==> src/rtl/legv8_decoder_reg.sv <==
// Registered LEGv8 instruction decoder: register-file addresses, extended
// immediate and main datapath controls, one cycle after the instruction.
module legv8_decoder_reg (
  input  logic        clk,
  input  logic        rst_n,
  input  logic [31:0] instruction,
  output logic [4:0]  register1,
  output logic [4:0]  register2,
  output logic [4:0]  writeRegister,
  output logic [25:0] immediate,
  output logic        Reg2Loc,
  output logic        Uncondbranch,
  output logic        Branch,
  output logic        MemRead,
  output logic        MemtoReg,
  output logic        MemWrite,
  output logic        ALUSrc,
  output logic        RegWrite,
  output logic [1:0]  ALUOp,
  output logic        illegal
);

  typedef enum logic [3:0] {
    K_ILL, K_B, K_BL, K_CB, K_R, K_STUR, K_LDUR, K_ADDI, K_MOV
  } kind_t;

  kind_t       kind;
  logic [4:0]  d_register1, d_register2, d_writeRegister;
  logic [25:0] d_immediate;
  logic        d_Reg2Loc, d_Uncondbranch, d_Branch, d_MemRead, d_MemtoReg;
  logic        d_MemWrite, d_ALUSrc, d_RegWrite, d_illegal;
  logic [1:0]  d_ALUOp;

  // Opcode classes are tried shortest-first; the first match wins.
  always_comb begin
    kind = K_ILL;
    if (instruction[31:26] == 6'b000101)
      kind = K_B;
    else if (instruction[31:26] == 6'b100101)
      kind = K_BL;
    else if (instruction[31:25] == 7'b1011010)
      kind = K_CB;
    else if (instruction[31:23] == 9'b111100101)
      kind = K_MOV;
    else if (instruction[31:22] == 10'b1001000100)
      kind = K_ADDI;
    else begin
      case (instruction[31:21])
        11'b10001010000, 11'b10001011000,
        11'b11001011000, 11'b10101010000: kind = K_R;
        11'b11111000000:                  kind = K_STUR;
        11'b11111000010:                  kind = K_LDUR;
        default:                          kind = K_ILL;
      endcase
    end
  end

  always_comb begin
    d_immediate    = '0;
    d_Reg2Loc      = 1'b0;
    d_Uncondbranch = 1'b0;
    d_Branch       = 1'b0;
    d_MemRead      = 1'b0;
    d_MemtoReg     = 1'b0;
    d_MemWrite     = 1'b0;
    d_ALUSrc       = 1'b0;
    d_RegWrite     = 1'b0;
    d_ALUOp        = 2'b00;
    d_illegal      = 1'b0;
    case (kind)
      K_B: begin
        d_Uncondbranch = 1'b1;
        d_immediate    = instruction[25:0];
      end
      K_BL: begin
        d_Uncondbranch = 1'b1;
        d_RegWrite     = 1'b1;
        d_immediate    = instruction[25:0];
      end
      K_CB: begin
        d_Reg2Loc   = 1'b1;
        d_Branch    = 1'b1;
        d_ALUOp     = 2'b01;
        d_immediate = {{7{instruction[23]}}, instruction[23:5]};
      end
      K_R: begin
        d_RegWrite = 1'b1;
        d_ALUOp    = 2'b10;
      end
      K_STUR: begin
        d_Reg2Loc   = 1'b1;
        d_ALUSrc    = 1'b1;
        d_MemWrite  = 1'b1;
        d_immediate = {{17{instruction[20]}}, instruction[20:12]};
      end
      K_LDUR: begin
        d_ALUSrc    = 1'b1;
        d_MemRead   = 1'b1;
        d_MemtoReg  = 1'b1;
        d_RegWrite  = 1'b1;
        d_immediate = {{17{instruction[20]}}, instruction[20:12]};
      end
      K_ADDI: begin
        d_ALUSrc    = 1'b1;
        d_RegWrite  = 1'b1;
        d_ALUOp     = 2'b10;
        d_immediate = {14'b0, instruction[21:10]};
      end
      K_MOV: begin
        d_ALUSrc    = 1'b1;
        d_RegWrite  = 1'b1;
        d_ALUOp     = 2'b10;
        d_immediate = {10'b0, instruction[20:5]};
      end
      default: d_illegal = 1'b1;
    endcase
  end

  always_comb begin
    d_register1     = instruction[9:5];
    d_register2     = d_Reg2Loc ? instruction[4:0] : instruction[20:16];
    d_writeRegister = (kind == K_BL) ? 5'd30 : instruction[4:0];
  end

  always_ff @(posedge clk or negedge rst_n) begin
    if (!rst_n) begin
      register1     <= '0;
      register2     <= '0;
      writeRegister <= '0;
      immediate     <= '0;
      Reg2Loc       <= 1'b0;
      Uncondbranch  <= 1'b0;
      Branch        <= 1'b0;
      MemRead       <= 1'b0;
      MemtoReg      <= 1'b0;
      MemWrite      <= 1'b0;
      ALUSrc        <= 1'b0;
      RegWrite      <= 1'b0;
      ALUOp         <= '0;
      illegal       <= 1'b0;
    end else begin
      register1     <= d_register1;
      register2     <= d_register2;
      writeRegister <= d_writeRegister;
      immediate     <= d_immediate;
      Reg2Loc       <= d_Reg2Loc;
      Uncondbranch  <= d_Uncondbranch;
      Branch        <= d_Branch;
      MemRead       <= d_MemRead;
      MemtoReg      <= d_MemtoReg;
      MemWrite      <= d_MemWrite;
      ALUSrc        <= d_ALUSrc;
      RegWrite      <= d_RegWrite;
      ALUOp         <= d_ALUOp;
      illegal       <= d_illegal;
    end
  end

endmodule

==> config.mk <==
export PLATFORM = sky130hd
export DESIGN_NAME = legv8_decoder_reg
export DESIGN_NICKNAME = d
export VERILOG_FILES = /design/src/rtl/legv8_decoder_reg.sv
export SDC_FILE = /design/constraint.sdc
export NUM_CORES = 1
export LEC_CHECK = 0
export BUFFER_PORTS_ARGS = -buffer_cell sky130_fd_sc_hd__buf_2
export CORE_AREA = 2 2 92 72
export DETAILED_ROUTE_END_ITERATION = 10
export DIE_AREA = 0 0 94 74
export PLACE_DENSITY = 0.62
export SETUP_SLACK_MARGIN = 0.5
export SLEW_MARGIN = 20
export SYNTH_ARGS = -nofsm -noshare
export SYNTH_HDL_FRONTEND = slang
export SYNTH_SLANG_ARGS = --single-unit
==> constraint.sdc <==
create_clock -name clk -period 0.9 [get_ports clk]
set_input_delay 0.135 -clock clk [delete_from_list [all_inputs] [get_ports clk]]
set_output_delay 0.135 -clock clk [all_outputs]
set_load 0.02 [all_outputs]
==> key figures <==
Final layout
  • Diodes inserted: 0
  • Final Cell Area: 3590 µm²
  • Fraction of layout cells with a size suffix above 1: 59.4%
  • Storage element area: 1280 µm²
  • Multi-input logic area: 907 µm²
  • Synth-to-layout area growth: 72.8%
  • Most common cell after layout, fill and taps aside: buf_6
  • Final nets: 314
  • Filler cell count: 514
  • Most frequent cells in the layout: 67 x buf_6, 50 x dfrtp_1, 25 x buf_2, 21 x buf_4, 16 x a221o_1

Power
  • Pwr/cell area: 1290 nW/µm²
  • Worst VDD drop: 0.927 mV
  • Leakage Power: 1.83 nW
  • Power, Total: 0.00464 W

Detailed routing
  • Routed wire per std cell: 15.7 µm
  • Via count: 1824
  • Residual DRC: 0
  • Initial DRC count: 86
  • Via density: 5.04
  • Drt total wl: 5680 µm
  • Remaining antenna violation count after routing: 0
  • First-pass detailed-route iteration total: 4

Synth
  • Mapped Nets: 193
  • Top cell type's share of synthesized area: 61.5%
  • Cells after Synth: 159
  • Syn. warnings: 0
  • Ys async rst share: 100%
  • Ranking of synthesized cells by area: dfrtp_1 61%, a221o_1 7.7%, nand2_1 3.4%
  • Synth Flop Type: dfrtp_1
  • Sequential share of the synthesized area: 61.5%
  • Synth area leader: dfrtp_1
  • Mean Syn Cell Area: 13.1 µm²
  • Cell Area, Synth: 2080 µm²
  • Yosys cell types: 36
  • Post-synth EDFFs: 0
  • #FFs+latches synth: 51

Floorplanning
  • Die extent in y: 74 µm
  • Die width: 94 µm
  • Die area: 6960 µm²
  • # IOs: 86
  • Row cnt: 25
  • Starting Density: 34.0%
  • Core area: 6100 µm²

Timing
  • PnR worst setup slack: -0.243 ns
  • Final setup viols: 92
  • Min Tclk post-route: 1.14 ns
  • Hold Vio Cnt, Final: 56
  • Tightest Pin Transition: 0.298 ns
  • Relative slew margins: 80.1%
  • Hold_ws: -0.186 ns
  • Max Clock Freq: 0.875 GHz
  • Final period util: 127%
  • RSZ-0062 raised after global routing: true
  • Final setup TNS: -7.55 ns
  • Slew Limit Fails: 0

Critical path
  • Startpoint types: input port
  • Critical path fanouts, max: 11
  • Critical Path AT: 1.38 ns
  • Data required time of the worst path: 1.14 ns
  • Critical path class: in2reg
  • Crit end category: register

Clocking
  • Root Driver: clkbuf_8
  • Clock sink count: 51
  • CTS tree: done
  • Clk pin slew, worst setup/hold paths: 0.09 ns
  • Cts bufs inserted: 5
  • H-tree levels: 2
  • Maximum root-to-sink buffer count: 2

Place
  • Buffers on Ports: 85
  • DPL Wire Length: 4100 µm
  • Gpl congestion: 0.884
  • Area after DPL: 2880 µm²

Hold path
  • Worst min-delay path class: in2async

Global route
  • Initial antenna violation count: 0
  • Vias in the first global route: 1756
  • Largest net degree at the start of global routing: 52
  • GRT Util Overall: 17.0%
  • First-pass GRT wire length: 8980 µm
  • GRT overflow: 0

Flow run
  • Max Cap Violations: 0

Run status
  • Failing checks: hold timing, setup timing
  • Outcome: finished with violations
-- logic make-up after synthesis --
kind of cell	share of synthesized area, %
compound gates	15.6
buf+inv	3.01
mux	3.19
simple gates	16.8
flops	61.5
-- path summary, 6_finish.rpt --
check                           startpoint                     end  slack (ns)  depth (start not counted)
max in group asynchronous            rst_n      MemtoReg$_DFF_PN0_        0.86                          2
setup / recovery           instruction[30]  immediate[3]$_DFF_PN0_       -0.24                          6
min in group clk            instruction[8]  register1[3]$_DFF_PN0_       -0.02                          1
hold / removal                       rst_n  register1[0]$_DFF_PN0_       -0.19                          2
-- registers in the layout, summed over array words and instances, names as in the netlist, 2 cells and up --
register       cells
ALUOp              2
writeRegister      5
register1          5
immediate         26
register2          5
-- synth_stat cells, types with 4 or more instances --
| library cell | count |
|---|---|
| buf_4 | 4 |
| nand2b_1 | 6 |
| a221o_1 | 16 |
| a22o_1 | 8 |
| nand2_1 | 19 |
| dfrtp_1 | 51 |
| mux2_2 | 5 |
-- critical path, cell delays in order --
cell and delay [ns]:
buf_8 0.10, or4b_4 0.55, nor3_4 0.19, buf_12 0.16, a22o_1 0.14, a221o_1 0.11
-- cell type report --
class / count / area share (%)
clock inverter: 3 / 1.29
tap: 81 / 2.83
sequential: 51 / 35.6
clock buffer: 5 / 1.92
timing repair buffer: 122 / 33.0
multi-input combinational: 100 / 25.3
-- where the power goes --
| part | switching, W | internal [W] | leakage [nW] |
|---|---|---|---|
| sequential | 0.0000270 | 0.00234 | 0.669 |
| combinational | 0.000331 | 0.000345 | 1.11 |
| clock | 0.000758 | 0.000838 | 0.0548 |
-- metal layers --
| metal | global-route usage [%] | routed length, µm | vias to the layer above |
|---|---|---|---|
| met1 | 24.1 | 2550 | 902 |
| met5 | 0 | 0 | - |
| met3 | 4.15 | 447 | 2 |
| li1 | - | - | 831 |
| met4 | 3.54 | 21 | 0 |
| met2 | 27.0 | 2670 | 89 |
-- stage by stage --
stage / cells / utilization (%) / worst slack (ns)
floorplan: 159 / - / -0.380
global placement: 348 / 47.3 / -0.579
detailed placement: 348 / 47.3 / -0.579
CTS: 359 / 57.3 / -0.243
global route: 362 / 58.8 / -0.245
finish: 362 / 58.8 / -0.243
-- timing repair --
| item | in CTS | in global routing |
|---|---|---|
| buffers inserted | 3 | 3 |
| hold endpoints to repair | 56 | 56 |
| setup endpoints to repair | 98 | 98 |
| pin swaps | 15 | 10 |
| gates resized for setup | 146 | 16 |
(Power assumes the default switching activity.)
